**src/rtl/job_arb_pkg.sv**
```systemverilog
// Shared definitions for the round-robin job arbiter: FSM encodings,
// default watchdog limit and an index-width helper.
package job_arb_pkg;

   typedef enum logic [1:0] {
      STATE_IDLE    = 2'd0,
      STATE_RUN     = 2'd1,
      STATE_RELEASE = 2'd2
   } state_t;

   localparam logic [19:0] DEFAULT_TIMEOUT_CYCLES = 20'd600000;

   function automatic int idx_width(input int n);
      return (n > 1) ? $clog2(n) : 1;
   endfunction

endpackage

```
**src/rtl/job_arbiter_rr_if.sv**
```systemverilog
// Requester/processing-unit signal bundle for job_arbiter_rr.
// timeoutOut exists only when JOB_ARBITER_TIMEOUT_EN is defined.
interface job_arbiter_rr_if #(parameter int NUM_REQ = 4);

   // Handshake: a requester holds reqIn high until it sees its grantOut bit;
   // the unit sees goOut high, raises doneIn, and must drop doneIn after goOut
   // falls before the next grant can be issued (a four-phase go/done loop).
   logic [NUM_REQ-1:0] reqIn;
   logic [NUM_REQ-1:0] grantOut;
   logic               goOut;
   logic               doneIn;
   logic               busyOut;
   logic [7:0]         jobCount;
`ifdef JOB_ARBITER_TIMEOUT_EN
   logic               timeoutOut;
`endif

   modport master (
      input  reqIn,
      input  doneIn,
`ifdef JOB_ARBITER_TIMEOUT_EN
      output timeoutOut,
`endif
      output grantOut,
      output goOut,
      output busyOut,
      output jobCount
   );

   modport slave (
      output reqIn,
      output doneIn,
`ifdef JOB_ARBITER_TIMEOUT_EN
      input  timeoutOut,
`endif
      input  grantOut,
      input  goOut,
      input  busyOut,
      input  jobCount
   );

endinterface

```
**src/rtl/job_arbiter_rr_rr_pick.sv**
```systemverilog
// Combinational round-robin search: first asserted request at or above
// rrPtr, wrapping from the top index back to zero.
module rr_pick
   import job_arb_pkg::*;
#(
   parameter  int NUM_REQ = 4,
   localparam int IDX_W   = idx_width(NUM_REQ)
) (
   input  logic [NUM_REQ-1:0] reqIn,
   input  logic [IDX_W-1:0]   rrPtr,
   output logic [IDX_W-1:0]   winnerOut,
   output logic               anyReq
);

   logic [IDX_W-1:0] idx;

   always_comb begin
      winnerOut = '0;
      anyReq    = 1'b0;
      idx       = '0;
      for (int i = 0; i < NUM_REQ; i++) begin
         idx = IDX_W'((int'(rrPtr) + i) % NUM_REQ);
         if (!anyReq && reqIn[idx]) begin
            anyReq    = 1'b1;
            winnerOut = idx;
         end
      end
   end

endmodule

```
**src/rtl/job_arbiter_rr.sv**
```systemverilog
// Round-robin arbiter handing one go/done processing unit to NUM_REQ
// requesters. Optional watchdog enabled by JOB_ARBITER_TIMEOUT_EN.
module job_arbiter_rr
   import job_arb_pkg::*;
#(
   parameter int          NUM_REQ        = 4,
   parameter logic [19:0] TIMEOUT_CYCLES = DEFAULT_TIMEOUT_CYCLES
) (
   input  logic             clk,
   input  logic             rstNInput,
   job_arbiter_rr_if.master bus,
   output state_t           dbg_state_o
);

   localparam int IDX_W = idx_width(NUM_REQ);

   // Reset asserts asynchronously but is released two clocks later.
   logic [1:0] rst_sync_q;
   logic       rst_n_int;

   always_ff @(posedge clk or negedge rstNInput) begin
      if (!rstNInput) rst_sync_q <= 2'b00;
      else            rst_sync_q <= {rst_sync_q[0], 1'b1};
   end

   assign rst_n_int = rst_sync_q[1];

   state_t           state_q, state_d;
   logic [IDX_W-1:0] owner_q, owner_d;
   logic [IDX_W-1:0] rr_ptr_q, rr_ptr_d;
   logic [7:0]       count_q, count_d;
   logic [IDX_W-1:0] pick_idx;
   logic             pick_any;
   logic [IDX_W-1:0] next_ptr;
   logic             job_active;

   rr_pick #(.NUM_REQ(NUM_REQ)) u_pick (
      .reqIn     (bus.reqIn),
      .rrPtr     (rr_ptr_q),
      .winnerOut (pick_idx),
      .anyReq    (pick_any)
   );

   assign job_active = (state_q == STATE_RUN) || (state_q == STATE_RELEASE);
   assign next_ptr   = (owner_q == IDX_W'(NUM_REQ - 1)) ? '0 : owner_q + IDX_W'(1);

`ifdef JOB_ARBITER_TIMEOUT_EN
   logic [19:0] wdog_q, wdog_d;
   logic        timeout_hit;

   assign timeout_hit    = job_active && (wdog_q == TIMEOUT_CYCLES - 20'd1);
   assign bus.timeoutOut = timeout_hit;
`else
   logic unused_timeout_cfg;
   assign unused_timeout_cfg = ^TIMEOUT_CYCLES;
`endif

   always_comb begin
      state_d  = state_q;
      owner_d  = owner_q;
      rr_ptr_d = rr_ptr_q;
      count_d  = count_q;
`ifdef JOB_ARBITER_TIMEOUT_EN
      wdog_d   = '0;
`endif
      case (state_q)
         // A done level still high from the previous job blocks a new grant.
         STATE_IDLE: begin
            if (pick_any && !bus.doneIn) begin
               state_d = STATE_RUN;
               owner_d = pick_idx;
            end
         end
         STATE_RUN: begin
            if (bus.doneIn) state_d = STATE_RELEASE;
         end
         STATE_RELEASE: begin
            if (!bus.doneIn) begin
               state_d  = STATE_IDLE;
               rr_ptr_d = next_ptr;
               count_d  = count_q + 8'd1;
            end
         end
         default: state_d = STATE_IDLE;
      endcase
`ifdef JOB_ARBITER_TIMEOUT_EN
      if (job_active) begin
         wdog_d = wdog_q + 20'd1;
         // An expired job is abandoned: not counted, but the pointer moves on.
         if (timeout_hit) begin
            state_d  = STATE_IDLE;
            rr_ptr_d = next_ptr;
            count_d  = count_q;
         end
      end
`endif
   end

   always_ff @(posedge clk or negedge rst_n_int) begin
      if (!rst_n_int) begin
         state_q  <= STATE_IDLE;
         owner_q  <= '0;
         rr_ptr_q <= '0;
         count_q  <= '0;
      end else begin
         state_q  <= state_d;
         owner_q  <= owner_d;
         rr_ptr_q <= rr_ptr_d;
         count_q  <= count_d;
      end
   end

`ifdef JOB_ARBITER_TIMEOUT_EN
   always_ff @(posedge clk or negedge rst_n_int) begin
      if (!rst_n_int) wdog_q <= '0;
      else            wdog_q <= wdog_d;
   end
`endif

   logic [NUM_REQ-1:0] grant;

   always_comb begin
      grant = '0;
      if (job_active) grant[owner_q] = 1'b1;
   end

   assign bus.grantOut = grant;
   assign bus.busyOut  = |grant;
   assign bus.goOut    = (state_q == STATE_RUN);
   assign bus.jobCount = count_q;
   assign dbg_state_o  = state_q;

endmodule

```
**src/flat_wrapper.sv**
```systemverilog
// flat-port wrapper written by rule: the top's interface ports become plain ports
module job_arbiter_rr_flat import job_arb_pkg::*;
#(
   parameter int          NUM_REQ        = 4,
   parameter logic [19:0] TIMEOUT_CYCLES = DEFAULT_TIMEOUT_CYCLES
)
  (clk, rstNInput, dbg_state_o, bus_reqIn, bus_doneIn, bus_grantOut, bus_goOut, bus_busyOut, bus_jobCount);
  job_arbiter_rr_if #(.NUM_REQ(NUM_REQ)) bus_i ();
  input  logic clk;
  input  logic rstNInput;
  output state_t dbg_state_o;
  input wire logic [$bits(bus_i.reqIn)-1:0] bus_reqIn;
  input wire logic [$bits(bus_i.doneIn)-1:0] bus_doneIn;
  output wire logic [$bits(bus_i.grantOut)-1:0] bus_grantOut;
  output wire logic [$bits(bus_i.goOut)-1:0] bus_goOut;
  output wire logic [$bits(bus_i.busyOut)-1:0] bus_busyOut;
  output wire logic [$bits(bus_i.jobCount)-1:0] bus_jobCount;
  assign bus_i.reqIn = bus_reqIn;
  assign bus_i.doneIn = bus_doneIn;
  assign bus_grantOut = bus_i.grantOut;
  assign bus_goOut = bus_i.goOut;
  assign bus_busyOut = bus_i.busyOut;
  assign bus_jobCount = bus_i.jobCount;
  job_arbiter_rr #(.NUM_REQ(NUM_REQ), .TIMEOUT_CYCLES(TIMEOUT_CYCLES)) u_core (.clk(clk), .rstNInput(rstNInput), .bus(bus_i), .dbg_state_o(dbg_state_o));
endmodule
```
**config.mk**
```make
export PLATFORM = sky130hd
export DESIGN_NAME = job_arbiter_rr_flat
export DESIGN_NICKNAME = d
export VERILOG_FILES = /design/src/rtl/job_arb_pkg.sv /design/src/rtl/job_arbiter_rr_if.sv /design/src/rtl/job_arbiter_rr_rr_pick.sv /design/src/rtl/job_arbiter_rr.sv /design/src/flat_wrapper.sv
export SDC_FILE = /design/constraint.sdc
export NUM_CORES = 1
export LEC_CHECK = 0
export BUFFER_PORTS_ARGS = -buffer_cell sky130_fd_sc_hd__buf_2
export CAP_MARGIN = 20
export CORE_MARGIN = 2
export CORE_UTILIZATION = 38
export DETAILED_ROUTE_END_ITERATION = 10
export SYNTH_ARGS = -nofsm -noshare
export SYNTH_HDL_FRONTEND = slang
export SYNTH_HIERARCHICAL = 1
export SYNTH_SLANG_ARGS = --single-unit
export TNS_END_PERCENT = 50
```
**constraint.sdc**
```tcl
create_clock -name clk -period 1.65 [get_ports clk]
set_input_delay 0.2475 -clock clk [delete_from_list [all_inputs] [get_ports clk]]
set_output_delay 0.2475 -clock clk [all_outputs]
set_load 0.1 [all_outputs]
```
==> metrics.md, run 1 <==
| Metric | Value |
|---|---|
| # port buffers | 22 |
| FF+latch count, synth | 16 |
| WP buf/inv | 2 |
| Max Freq | about 460 MHz |
| Required time of the worst setup path | between 1 and 1.5 ns |
| Final max-slew violation count | 0 |
| Final critical-path share of the clock period | 132% |
| Hpwl dp | 1460 µm |
| Number of fill cells | 194 |
| Worst Max-Slew Pin Slew | 0.569 ns |
| Per-cell via count in the routed design | 5.09 |
| Final hold violation count | 0 |
| RSZ-0062 raised after global routing | true |
| Setup TNS | -0.857 ns |
| Via total after detailed routing | 773 |
| CTS tree | done |
| Length of the first detailed-routing pass in iterations | 4 |
| Maximum fanout encountered on the critical timing path | 4 |
| Clock sink total | 16 |
| Final weighted congestion of routability-driven global placement | 0.851 |
| Number of antenna violations at the first check in global routing | 0 |
| Syn Std Cell Area | around 890 µm² |
| Wire length of the first global-routing pass | 3300 µm |
| Fin area | 1350 µm² |
| Die area | 2760 µm² |
| Initial DRC Count | 16 |
| Grt total ovfl | 0 |
| Final core utilization | 61.1% |
| Number of nets produced by synthesis | 100 |
| Core Footprint | about 2200 µm² |
| Worst slew slack as a fraction of its limit | 62.1% |
| Count of yosys warnings during synthesis | 6 |
| Remaining design rule violation count | 0 |
| Root buffer selected by CTS | sky130_fd_sc_hd__clkbuf_4 |
| Count of inserted antenna diode cells | 0 |
| Worst endpoint data arrival time | 1.92 ns |
| Final period demand of the worst path | 2.17 ns |
| Worst slack at placement | -0.301 ns |
| Number of global-route vias before repair | 717 |
| Cell with the largest stage delay on the worst path | sky130_fd_sc_hd__or4_4 |
| Proportion of layout cells with a drive suffix above 1 | about half |
| Nature of the critical path endpoint | output port |
| Synth Instances | between 80 and 90 |
| Maximum cell stage delay along the critical path | 0.55 ns |
| Clock Pin Slew Worst Setup and Hold Paths | 0.09 ns |
| Synth cell types | 28 |
| MaxCap Viol Count | 0 |
| Number of rows in the core area | 17 |
| Pin count of the biggest net entering global routing | 15 |
| Status | finished, violations left |
| Violated checks | negative setup slack |
| Setup Skew | 0.00246 ns |
| Total Wirelength | 1990 µm |
| Net total in the final layout | 140 |
| Post-route setup slack | -0.520 ns |
| Initial cell density of the core | 40.4% |
| Worst hold path class | in2reg |
| Worst setup path class | reg2out |
| Category of the worst setup path launch point | register |
| Mean instance size in the synthesized netlist | about 11 µm² |
| P&R area growth vs syn | 51.0% |
| CTS H-tree lvls | 1 |
| Clock insertion delay at the later pin of the skew report | around 0.28 ns |
| Routed len/inst | 13.1 µm |
| Max Root-Sink Buffers | 2 |
| Finish-stage setup viols | 5 |
| Number of ports placed on the die boundary | 23 |
| Total track usage | approximately 16% |
| TritonCTS Buffers | 3 |
| Cells along the critical path | inv_4, ha_4, and2_4, or4_4, buf_12 |
| Post-synthesis sequential area ratio | 44.8% |
| Die boundary height | 52.5 µm |
| Total cell area at the placement stage | between 1000 and 1500 µm² |
| Overall die width | 52.5 µm |
| Antenna Nets Post-Route | 0 |
| Family of cells with the greatest summed delay on the critical path | simple AND/OR/NAND/NOR gates |
==> final timing paths <==
check	startpoint	end	slack, ns	depth (start not counted)
max	u_core/dbg_state_o[1]$_DFFE_PN0P_	bus_busyOut	-0.52	5
min	bus_doneIn	u_core/dbg_state_o[0]$_DFFE_PN0P_	0.22	2
max reg2reg	u_core/dbg_state_o[0]$_DFFE_PN0P_	u_core/bus.jobCount[6]$_DFFE_PN0P_	0.03	7
min reg2reg	u_core/rst_sync_q[1]$_DFF_PN0_	u_core/rr_ptr_q[1]$_DFFE_PN0P_	0.24	0
max in group asynchronous	u_core/rst_sync_q[1]$_DFF_PN0_	u_core/dbg_state_o[1]$_DFFE_PN0P_	0.99	0
min in group asynchronous	u_core/rst_sync_q[1]$_DFF_PN0_	u_core/rr_ptr_q[1]$_DFFE_PN0P_	0.24	0
==> Yosys cell counts, drive strengths merged <==
library cell / n / share of area, %
nand2b: 2 / 1.4
o22ai: 1 / 0.70
a21oi: 6 / 3.4
buf: 1 / 1.3
xor2: 5 / 4.9
o31ai: 1 / 0.84
inv: 9 / 3.8
nor3: 3 / 1.7
nand3: 2 / 1.1
o21a: 1 / 0.84
nor4: 1 / 2.4
o21ai: 1 / 0.56
and3b: 1 / 0.98
nand3b: 2 / 1.7
nand2: 6 / 2.5
nor2b: 1 / 0.70
o221ai: 1 / 0.98
ha: 8 / 11
dfrtp: 16 / 45
a221o: 1 / 1.1
xnor2: 2 / 2.0
o32ai: 1 / 0.98
or4: 1 / 0.84
nor2: 3 / 1.3
mux2: 4 / 5.0
conb: 1 / 0.42
and2: 4 / 2.8
==> cell families (layout without fill, tap and decap cells) <==
kind of cell    count (synthesis)  count (layout)  synth area share [%]
mux                             4               4                  5.03
other cells                     1               1                 0.419
fa+ha+maj                       8               8                  11.2
simple gates                   26              26                  17.3
xor+xnor                        7               7                  6.85
compound gates                 13              13                  9.37
buf+inv                        10              49                  5.03
flops                          16              16                  44.8
==> state kept, by name, summed over array words and instances, names as in the netlist <==
signal,flops
u_core/rst_sync_q,2
u_core/dbg_state_o,2
u_core/owner_q,2
u_core/rr_ptr_q,2
u_core/bus.jobCount,8
==> worst register-to-register path: stages, from the launching register on <==
cell,delay [ns]
sky130_fd_sc_hd__dfrtp_4,0.50
sky130_fd_sc_hd__inv_4,0.07
sky130_fd_sc_hd__buf_4,0.10
sky130_fd_sc_hd__ha_1,0.19
sky130_fd_sc_hd__buf_4,0.15
sky130_fd_sc_hd__nand3b_1,0.17
sky130_fd_sc_hd__nor3_2,0.21
sky130_fd_sc_hd__xor2_1,0.16
==> per-stage QoR <==
stage | hold slack, ns | std cells
global placement | 0.0316 | 146
finish | 0.217 | 152
floorplan | -0.0481 | 85
detailed placement | 0.0352 | 146
global route | 0.231 | 152
CTS | 0.207 | 151
==> area by class of cell <==
cell class	count	area, µm²	area share, %
clock buffer	4	36.3	2.69
multi-input combinational	59	508	37.6
tap	28	35.0	2.59
sequential	16	410	30.4
timing repair buffer	36	323	23.9
inverter	9	38.8	2.87
==> layout by cell type (no fill, tap or decap), types with 5 or more instances in the layout <==
cell type	synthesis	final
sky130_fd_sc_hd__inv_1	8	6
sky130_fd_sc_hd__xor2_1	5	5
sky130_fd_sc_hd__nand2_1	6	6
sky130_fd_sc_hd__dfrtp_1	16	12
sky130_fd_sc_hd__buf_2	0	16
sky130_fd_sc_hd__ha_1	8	6
sky130_fd_sc_hd__buf_4	0	9
sky130_fd_sc_hd__buf_12	0	6
sky130_fd_sc_hd__a21oi_1	6	6
==> routing by layer <==
layer / wire [µm] / global-route usage, %
met5: 0 / 0
met2: 1030 / 25.8
met4: 31 / 8.12
met1: 837 / 21.7
met3: 83 / 2.86
==> repair_timing <==
| item | in CTS | in global routing |
|---|---|---|
| endpoints found under the hold margin | 2 | 0 |
| hold buffers | 1 | 0 |
| buffers inserted | 0 | 1 |
| endpoints found under the setup margin | 10 | 11 |
| gates resized for setup | 9 | 6 |
| pin swaps | 4 | 2 |
Power of run 1 is not shown: default switching activity piles up to over one toggle a cycle in this logic, so the estimate is an artifact.
==> run 2, diff against run 1 <==
- SKIP_LAST_GASP: unset -> 1
==> metrics.md, run 2 (synthesis gave the netlist of run 1 again) <==
| Metric | Value |
|---|---|
| Length of the first detailed-routing pass in iterations | 4 (unchanged) |
| Status | finished, violations left |
| Worst setup path class | reg2out |
| Category of the worst setup path launch point | register |
| Final weighted congestion of routability-driven global placement | 0.851 (unchanged) |
| Number of fill cells | 199 (+2.6%) |
| Wire length of the first global-routing pass | 3280 µm (-0.42%) |
| Per-cell via count in the routed design | 5.03 (-1.0%) |
| Total track usage | 16.4% (-0.060 points) |
| Finish-stage setup viols | 7 (+2) |
| TritonCTS Buffers | 3 (unchanged) |
| Most frequent cells in the layout | 16 x sky130_fd_sc_hd__buf_2, 12 x sky130_fd_sc_hd__dfrtp_1, 9 x sky130_fd_sc_hd__buf_4, 7 x sky130_fd_sc_hd__ha_1 |
| Net total in the final layout | 140 (unchanged) |
| Most common cell after layout, fill and taps aside | sky130_fd_sc_hd__buf_2 |
| Clock Pin Slew Worst Setup and Hold Paths | 0.09 ns (about the same) |
| Violated checks | negative setup slack |
| Number of ports placed on the die boundary | 23 (unchanged) |
| Antenna Nets Post-Route | 0 (unchanged) |
| Max Root-Sink Buffers | 2 (unchanged) |
| Number of rows in the core area | 17 (unchanged) |
| Via total after detailed routing | 765 (-1.0%) |
| Worst endpoint data arrival time | 1.92 ns (about the same) |
| Nature of the critical path endpoint | output port |
| Root buffer selected by CTS | sky130_fd_sc_hd__clkbuf_4 |
| Grt total ovfl | 0 (unchanged) |
| Worst slew slack as a fraction of its limit | 62.4% (+0.36 points) |
| # port buffers | 22 (unchanged) |
| Worst Hold Margin | 0.218 ns (+0.00133 ns) |
| Clock insertion delay at the later pin of the skew report | 0.28 ns (about the same) |
| Count of inserted antenna diode cells | 0 (unchanged) |
| Initial cell density of the core | 40.4% (unchanged) |
| Number of antenna violations at the first check in global routing | 0 (unchanged) |
| Final period demand of the worst path | 2.17 ns (-0.00156 ns) |
| Pin count of the biggest net entering global routing | 15 (unchanged) |
| Die area | 2760 µm² (unchanged) |
| Core Footprint | 2210 µm² (unchanged) |
| Setup Skew | 0.00142 ns (-0.00104 ns) |
| Flip-flop and latch area | 410 µm² (unchanged) |
| RSZ-0062 raised after global routing | true |
| Hpwl dp | 1460 µm (unchanged) |
| Final critical-path share of the clock period | 131% (about the same) |
| Initial DRC Count | 17 (+1) |
| Worst Max-Slew Pin Slew | 0.564 ns (-0.00542 ns) |
| Remaining design rule violation count | 0 (unchanged) |
| Required time of the worst setup path | 1.40 ns (about the same) |
| Maximum fanout encountered on the critical timing path | 4 (unchanged) |
| P&R area growth vs syn | 48.3% |
| Worst hold path class | in2reg |
| Total Wirelength | 1910 µm (-3.8%) |
| MaxCap Viol Count | 0 (unchanged) |
| Routed len/inst | 12.6 µm (-3.8%) |
| CTS tree | done |
| Total cell area at the placement stage | 1230 µm² (unchanged) |
| Clock sink total | 16 (unchanged) |
| Die boundary height | 52.5 µm (unchanged) |
| Proportion of layout cells with a drive suffix above 1 | 46.8% (-4.0 points) |
| Overall die width | 52.5 µm (unchanged) |
| Flip-flop count of the largest register, all copies and words added | 8 (unchanged) |
| Number of global-route vias before repair | 716 (-0.14%) |
| CTS H-tree lvls | 1 (unchanged) |
| Final hold violation count | 0 (unchanged) |
| Area of the multi-input gates | 483 µm² (-4.9%) |
| Final max-slew violation count | 0 (unchanged) |
| Max Freq | 461 MHz (about the same) |
| Post-route setup slack | -0.518 ns (+0.00156 ns) |
| Fin area | 1330 µm² (-1.9%) |
==> run 2: cell types whose count changed in the layout (fill, tap and decap cells not counted) <==
| cell | change |
|---|---|
| sky130_fd_sc_hd__nor3_1 | +3 |
| sky130_fd_sc_hd__nand2b_2 | -1 |
| sky130_fd_sc_hd__nor2_2 | -1 |
| sky130_fd_sc_hd__nor2_1 | +1 |
| sky130_fd_sc_hd__ha_4 | -1 |
| sky130_fd_sc_hd__nor3_2 | -3 |
| sky130_fd_sc_hd__nand2b_4 | +1 |
| sky130_fd_sc_hd__ha_1 | +1 |
==> run 2: worst max-delay path, stage by stage (launching register included) <==
cell and delay, ns:
sky130_fd_sc_hd__dfrtp_4 0.50, sky130_fd_sc_hd__inv_4 0.07, sky130_fd_sc_hd__ha_4 0.20, sky130_fd_sc_hd__and2_4 0.14, sky130_fd_sc_hd__or4_4 0.55, sky130_fd_sc_hd__buf_12 0.18
==> run 2: repair_timing <==
item / CTS / global route
gates resized for setup: 7 / 3
pin swaps: 4 / 2
endpoints found under the hold margin: 2 / 0
setup buffers: 0 / 1
endpoints found under the setup margin: 10 / 14
hold buffers: 1 / 0
==> run 2: final timing paths <==
path,from,end,cells after the start,slack [ns]
worst max-delay path,u_core/dbg_state_o[1]$_DFFE_PN0P_,bus_busyOut,5,-0.52
worst max register to register,u_core/dbg_state_o[0]$_DFFE_PN0P_,u_core/bus.jobCount[6]$_DFFE_PN0P_,7,-0.01
max in group asynchronous,u_core/rst_sync_q[1]$_DFF_PN0_,u_core/dbg_state_o[1]$_DFFE_PN0P_,0,1.00
min in group asynchronous,u_core/rst_sync_q[1]$_DFF_PN0_,u_core/rr_ptr_q[1]$_DFFE_PN0P_,0,0.23
worst min-delay path,bus_doneIn,u_core/dbg_state_o[0]$_DFFE_PN0P_,2,0.22
worst min register to register,u_core/rst_sync_q[1]$_DFF_PN0_,u_core/rr_ptr_q[1]$_DFFE_PN0P_,0,0.23
==> run 2: area by class of cell <==
cell class | instances | share of cell area (%)
repair buffers | 36 | 24.3
multi-input cells | 59 | 36.4
flip-flops and latches | 16 | 30.9
clock buffers | 4 | 2.74
inverters | 9 | 2.92
well taps | 28 | 2.64
==> run 2: routing by layer <==
metal / global-route usage, % / routed length, µm / vias to the layer above
met3: 2.86 / 66 / 4
met4: 8.12 / 31 / 0
li1: - / - / 368
met5: 0 / 0 / -
met2: 25.8 / 980 / 23
met1: 21.6 / 834 / 370
==> run 2: per-stage QoR <==
| step | util, % | std cells | worst slack [ns] | TNS [ns] |
|---|---|---|---|---|
| 5_1_grt | 60.0 | 152 | -0.574 | -1.49 |
| 4_1_cts | 59.1 | 151 | -0.523 | -0.931 |
| 3_3_place_gp | 55.8 | 146 | -0.294 | -0.294 |
| 3_5_place_dp | 55.8 | 146 | -0.301 | -0.311 |
| 6_report | 60.0 | 152 | -0.518 | -0.892 |
| 2_1_floorplan | - | 85 | -0.533 | -1.82 |
Power of run 2 is left out for the same reason.
